==> src/rtl/fetch_unit.sv <==
`default_nettype none
// ============================================================================
// Module   : fetch_unit
// Purpose  : Instruction-fetch stage: PC, IF/ID register, stall/redirect,
//            boot cycle and halt on the all-zero instruction.
//            Optional misaligned-redirect trap: FETCH_MISALIGN_TRAP_EN.
// Revision : 1.0
// ============================================================================
module fetch_unit #(
  parameter logic [31:0] RESET_PC = 32'h0000_0000,
  parameter logic [31:0] PC_STEP  = 32'd4
) (
  input  logic        clk,
  input  logic        rst,
  input  logic        stall,
  input  logic        redirect_valid,
  input  logic [31:0] redirect_pc,
  output logic [31:0] imem_addr,
  input  logic [31:0] imem_data,
  output logic        if_valid,
  output logic [31:0] if_pc,
  output logic [31:0] if_pc4,
  output logic [31:0] if_inst,
  output logic        halted,
  output logic        fetch_fault
);

  localparam logic [1:0] S_BOOT  = 2'd0;
  localparam logic [1:0] S_RUN   = 2'd1;
  localparam logic [1:0] S_HALT  = 2'd2;
  localparam logic [1:0] S_FAULT = 2'd3;

  localparam logic [31:0] C_NOP = 32'h0000_0013;

  logic [1:0]  r_state, w_next_state;
  logic [31:0] r_pc, w_pc_nxt;
  logic        r_if_valid, w_if_valid_nxt;
  logic [31:0] r_if_pc, w_if_pc_nxt;
  logic [31:0] r_if_pc4, w_if_pc4_nxt;
  logic [31:0] r_if_inst, w_if_inst_nxt;
  logic [31:0] w_redirect_target;
  logic        w_misaligned;
  logic        w_inst_zero;

`ifdef FETCH_MISALIGN_TRAP_EN
  // Full target kept so a faulting address is visible for debug.
  assign w_redirect_target = redirect_pc;
  assign w_misaligned      = redirect_valid && (redirect_pc[1:0] != 2'b00);
`else
  assign w_redirect_target = redirect_pc & ~32'h0000_0003;
  assign w_misaligned      = 1'b0;
`endif

  assign w_inst_zero = (imem_data == 32'h0000_0000);

  // State register
  always_ff @(posedge clk or posedge rst) begin
    if (rst) r_state <= S_BOOT;
    else     r_state <= w_next_state;
  end

  // Next-state logic
  always_comb begin
    w_next_state = r_state;
    case (r_state)
      S_BOOT: w_next_state = w_misaligned ? S_FAULT : S_RUN;
      S_RUN: begin
        if (redirect_valid)   w_next_state = w_misaligned ? S_FAULT : S_RUN;
        else if (stall)       w_next_state = S_RUN;
        else if (w_inst_zero) w_next_state = S_HALT;
        else                  w_next_state = S_RUN;
      end
      S_HALT: begin
        if (redirect_valid) w_next_state = w_misaligned ? S_FAULT : S_RUN;
      end
`ifdef FETCH_MISALIGN_TRAP_EN
      S_FAULT: w_next_state = S_FAULT;
`else
      S_FAULT: w_next_state = S_BOOT;
`endif
      default: w_next_state = S_BOOT;
    endcase
  end

  // Datapath next values: PC and IF/ID register
  always_comb begin
    w_pc_nxt       = r_pc;
    w_if_valid_nxt = r_if_valid;
    w_if_pc_nxt    = r_if_pc;
    w_if_pc4_nxt   = r_if_pc4;
    w_if_inst_nxt  = r_if_inst;
    case (r_state)
      S_BOOT, S_HALT: begin
        w_if_valid_nxt = 1'b0;
        if (redirect_valid) w_pc_nxt = w_redirect_target;
      end
      S_RUN: begin
        if (redirect_valid) begin
          w_pc_nxt       = w_redirect_target;
          w_if_valid_nxt = 1'b0;
        end else if (stall) begin
          w_pc_nxt = r_pc;
        end else if (w_inst_zero) begin
          w_if_valid_nxt = 1'b0;
        end else begin
          w_if_inst_nxt  = imem_data;
          w_if_pc_nxt    = r_pc;
          w_if_pc4_nxt   = r_pc + PC_STEP;
          w_if_valid_nxt = 1'b1;
          w_pc_nxt       = r_pc + PC_STEP;
        end
      end
      default: w_if_valid_nxt = 1'b0;
    endcase
  end

  always_ff @(posedge clk or posedge rst) begin
    if (rst) begin
      r_pc       <= RESET_PC;
      r_if_valid <= 1'b0;
      r_if_pc    <= 32'h0;
      r_if_pc4   <= 32'h0;
      r_if_inst  <= C_NOP;
    end else begin
      r_pc       <= w_pc_nxt;
      r_if_valid <= w_if_valid_nxt;
      r_if_pc    <= w_if_pc_nxt;
      r_if_pc4   <= w_if_pc4_nxt;
      r_if_inst  <= w_if_inst_nxt;
    end
  end

  // Output logic
  always_comb begin
    imem_addr = r_pc;
    if_valid  = r_if_valid;
    if_pc     = r_if_pc;
    if_pc4    = r_if_pc4;
    if_inst   = r_if_inst;
    halted    = (r_state == S_HALT);
`ifdef FETCH_MISALIGN_TRAP_EN
    fetch_fault = (r_state == S_FAULT);
`else
    fetch_fault = 1'b0;
`endif
  end

endmodule
`default_nettype wire

==> config.mk <==
export PLATFORM = sky130hd
export DESIGN_NAME = fetch_unit
export DESIGN_NICKNAME = d
export VERILOG_FILES = /design/src/rtl/fetch_unit.sv
export SDC_FILE = /design/constraint.sdc
export NUM_CORES = 1
export LEC_CHECK = 0
export ABC_AREA = 1
export CAP_MARGIN = 25
export CORE_UTILIZATION = 40
export CTS_BUF_LIST = sky130_fd_sc_hd__clkbuf_8
export DETAILED_ROUTE_END_ITERATION = 12
export PLACE_DENSITY = 0.8
export SLEW_MARGIN = 25
export SYNTH_ARGS = -nofsm -noshare
export SYNTH_HDL_FRONTEND = slang
export SYNTH_SLANG_ARGS = --single-unit
==> constraint.sdc <==
create_clock -name clk -period 3.5 [get_ports clk]
set_clock_uncertainty 0.05 [all_clocks]
set_input_delay 0.35 -clock clk [delete_from_list [all_inputs] [get_ports clk]]
set_output_delay 0.35 -clock clk [all_outputs]
set_load 0.1 [all_outputs]
# After elaboration in Yosys (flattened, before gate mapping)
# Index checks and enable logic that the tools add are counted.
# totals
output_inout_bits,131
inputBits,68
elab_cells,37
ff_bits,131
# classes
mux,14
n_addsub,1
bitwise_logic,3
eq_ne,7
reduce_logical,6
# ops
cell,n
2-to-1 mux 32 bit,4
case mux 32 bit (2 select lines),1
"adder 32 x 3 -> 32 bit, second input constant",1
zero test 32 bit,1
2-to-1 mux 2 bit,4
case mux 2 bit (4 select lines),1
AND reduction 4 bit,2
"inequality test 3 bit, second input constant",2
"== test 2 bit, second input constant",2
2-to-1 mux 1 bit,4
"inequality test 2 bit, second input constant",2
NOT 1 bit,3
"== test 2 x 1 -> 1 bit, second input constant",1
zero test 2 bit,1
nonzero test 2 bit,1
OR reduction 2 bit,1

# Depth between registers and ports, before layout
# logic_depth
ltp_word,5
depth_mapped,12
mapped_depth_nobuf,12

# Worst setup path before layout
# No wires, ideal clock.
# synth_timing
path_kind,reg-to-reg
from,"reg r_pc[3], in the netlist imem_addr[3]"
to,"reg r_pc[24], in the netlist imem_addr[24]"
slack_ns,1.170
required_ns,3.330
path_buffers,0
arrival_ns,2.160
synth_period_minus_slack_ns,2.330
stages_incl_launch_ff,13
path_cell_list,dfrtp_1 > ha_1 > nand2_1 > nor2_2 > nand2_1 > nor2_2 > nand2_1 > nand2_1 > nand2_1 > nand2_1 > nand2_1 > nand2_1 > nand2_1
# synth_via
elab_chain_len,5
# synth_rtl
item,line,source
"start, declared",36,"logic [31:0] r_pc, w_pc_nxt;"
"start signal, assigned",125,r_pc <= w_pc_nxt;
adder 32 x 3 -> 32 bit,110,w_pc_nxt = r_pc + PC_STEP;
2-to-1 mux 32 bit,103,end else if (w_inst_zero) begin
2-to-1 mux 32 bit,101,end else if (stall) begin
2-to-1 mux 32 bit,98,if (redirect_valid) begin
case mux 32 bit (2 select lines),92,case (r_state)
# Every way passes these cells. The select of a mux whose other input is x is not followed.
# A chain may end at the register's enable or synchronous reset.

# Worst setup path after layout
# layout_timing
from,reg r_state[0]
to,out halted
# layout_via
elab_chain_len,1
# layout_rtl
item,line,source
"start, declared",35,"logic [1:0] r_state, w_next_state;"
"start signal, assigned",59,else r_state <= w_next_state;
== test 2 bit,140,halted = (r_state == S_HALT);
"end, declared",24,"output logic halted,"
# Every way passes these cells.

==> metrics.txt <==
detailed-route DRC error count 0; Area Overhead vs Synth 38.31%; Cell Area, Synth between 0.006 and 0.007 sq mm; die area 0.01594 sq mm; Root Driver clkbuf_8; CP endpoint kind output port; max incr delay on CP ~1200 ps; ANT cells 0; DR WL met3 approximately 900 microns; Placer Congestion 0.8239; global-route wire length before repair 28,850 microns; Worst Path Buf+Inv 1; LEAKAGE 4.211 nW; Vias/cell 4.856; pwr/cell area 637.9 mW/mm^2; largest net degree at the start of global routing 58; fin cells around 1,200; CP Max Fanout 3; Port Buf Inserts 189; TNS Setup 0 ps; Die X-Extent between 100 and 150 microns; overall power 5.449 mW; Synth Register Bits 125; vias in the first global route 5,533; CTS buffer count 17; commonest cells after routing, fill and taps aside nand2_1, clkdlybuf4s50_1, dfrtp_1; CTS tree yes; M1 WL between 8000 and 9000 microns; gr usage total about a quarter; fin crit share 74.41%; H-Tree Depth 4; FP Rows between 40 and 50; total grt overflow 0; Final nets about 1,100; CP arrival roughly 2200 ps; wire length on met2 8353 microns; VDD IR max 0.2984 mV; drt pass-1 iters 5; share of layout cells above drive strength 1 about 5.9%; run status completed; worst-path cell chain nor2_1 -> clkdlybuf4s50_1; Avg Inst Size Synth ~7.5 sq um; startpoint class of the critical path flip-flop; Worst-Skew Late Latency 450 ps; die height roughly 130 microns; setup repair after global routing missed its margin false; worst hold margin 261.0 ps; WL per Instance 14.82 microns; initial DRC count 354; placed insts ~1,200; fin. max-slew vios 0; setup bufs post-CTS 0; Core Region 0.01515 sq mm; Sink Count 125; post-synthesis sequential area ratio 50.71%; IO Count 199; final setup fails 0; initial antenna violation count 0; final setup margin 895.8 ps; Setup WS pre-CTS ~1100 ps; DPL Wire Length 12,740 microns; Resized cells post-CTS 0; Top Family by Delay on Critical Path buffers and inverters; critical path class flip-flop to output port; Antenna Nets Post-Route 0; library cells used by synthesis 27; clk slew on worst S/H paths 60 ps; Req. time, crit path 3100 ps; Max-Cap Viols 0; Fillers 1,399; final hold vios 0; Ys Warns 0; Synth Instances 820; Final Instance Area 0.008542 sq mm; most common cell after layout, fill and taps aside nand2_1; Clock Tree Buf Depth 2; Placed Area 0.008199 sq mm; Routed WL 17,850 microns; relative slew slack 28.59%; utilization after layout 56.40%; post-layout min period between 2000 and 3000 ps; Worst path slowest cell clkdlybuf4s50_1; top sig layer met4; Worst-Margin Slew 1068 ps; Vias 5,852; Starting Density 40.78%; fmax roughly 380 MHz; Post-CTS Hold Fix Bufs 0; Hold Path Class primary input to async pin
synthesized netlist by cell type (all sizes together):
master / number / area [sq um]
clkbuf: 13 / 48.80
dfrtp: 122 / 3053
xnor2: 2 / 17.52
nand4: 6 / 37.54
conb: 1 / 3.750
and2: 2 / 12.51
o21ai: 60 / 304.0
ha: 1 / 12.51
nand3: 58 / 290.3
a21oi: 1 / 5.000
buf: 29 / 212.7
clkinv: 1 / 3.750
xor2: 13 / 113.9
inv: 64 / 240.2
nor2: 48 / 235.2
nand2: 395 / 1498
a22o: 1 / 8.760
dfstp: 3 / 78.83
path summary, 6_finish.rpt:
path | slack (ps) | cells past startpoint | start | to
max | 900 | 2 | r_state[0]$_DFFE_PP0P_ | halted
min | 260 | 2 | rst | if_inst[30]$_DFFE_PP0P_
max reg2reg | 1530 | 10 | imem_addr[2]$_DFFE_PP0P_ | imem_addr[20]$_DFFE_PP0P_
min reg2reg | 420 | 2 | if_pc[8]$_DFFE_PP0P_ | if_pc[8]$_DFFE_PP0P_
max in group asynchronous | 2360 | 3 | rst | if_inst[4]$_DFFE_PP1P_
min in group clk | 400 | 3 | imem_data[4] | if_inst[4]$_DFFE_PP1P_
worst reg2reg max path, stage by stage (launching register included):
cell	delay, ps
dfrtp_1	440
ha_1	220
nand2_1	70
nor2_2	210
nand3_1	300
o21ai_0	260
nand2_1	90
nand2_1	60
nand2_1	50
nand2_1	50
nand2_1	50
per-layer routing:
layer	GRT usage (%)	up-vias
met5	0	-
met4	8.788	0
met3	5.140	25
met2	38.41	190
met1	30.45	2756
li1	-	2881
power breakdown:
group / leakage, nW / switching [mW] / internal (mW) / total, mW
combinational: 2.46 / 1.97 / 0.544 / 2.51
clock: 0.192 / 0.555 / 0.556 / 1.11
sequential: 1.56 / 0.171 / 1.65 / 1.82
total: 4.21 / 2.70 / 2.75 / 5.45
flip-flops by register name, summed over array words and instances (netlist names):
register / count
if_inst: 32
if_pc4: 30
if_pc: 30
imem_addr: 30
r_state: 2
if_valid: 1
cell families after synthesis:
kind of cell,Yosys count,synth area share (%)
adders and majority gates,1,0.2026
other,1,0.06072
DFF,125,50.71
AOI/OAI and AO/OA,62,5.146
and+or+nand+nor,509,33.57
buffers and inverters,107,8.185
xor gates and xnor gates,15,2.127
area by class of cell:
type,count,area (sq um),share of cell area [%]
flip-flops and latches,125,3132,36.66
multi-input cells,594,2565,30.03
repair buffers,201,2019,23.64
clock buffers,18,247.7,2.900
inverters,65,247.7,2.900
well taps,188,235.2,2.754
clock inverters,14,95.09,1.113
Power figures use the tool's default switching activity.
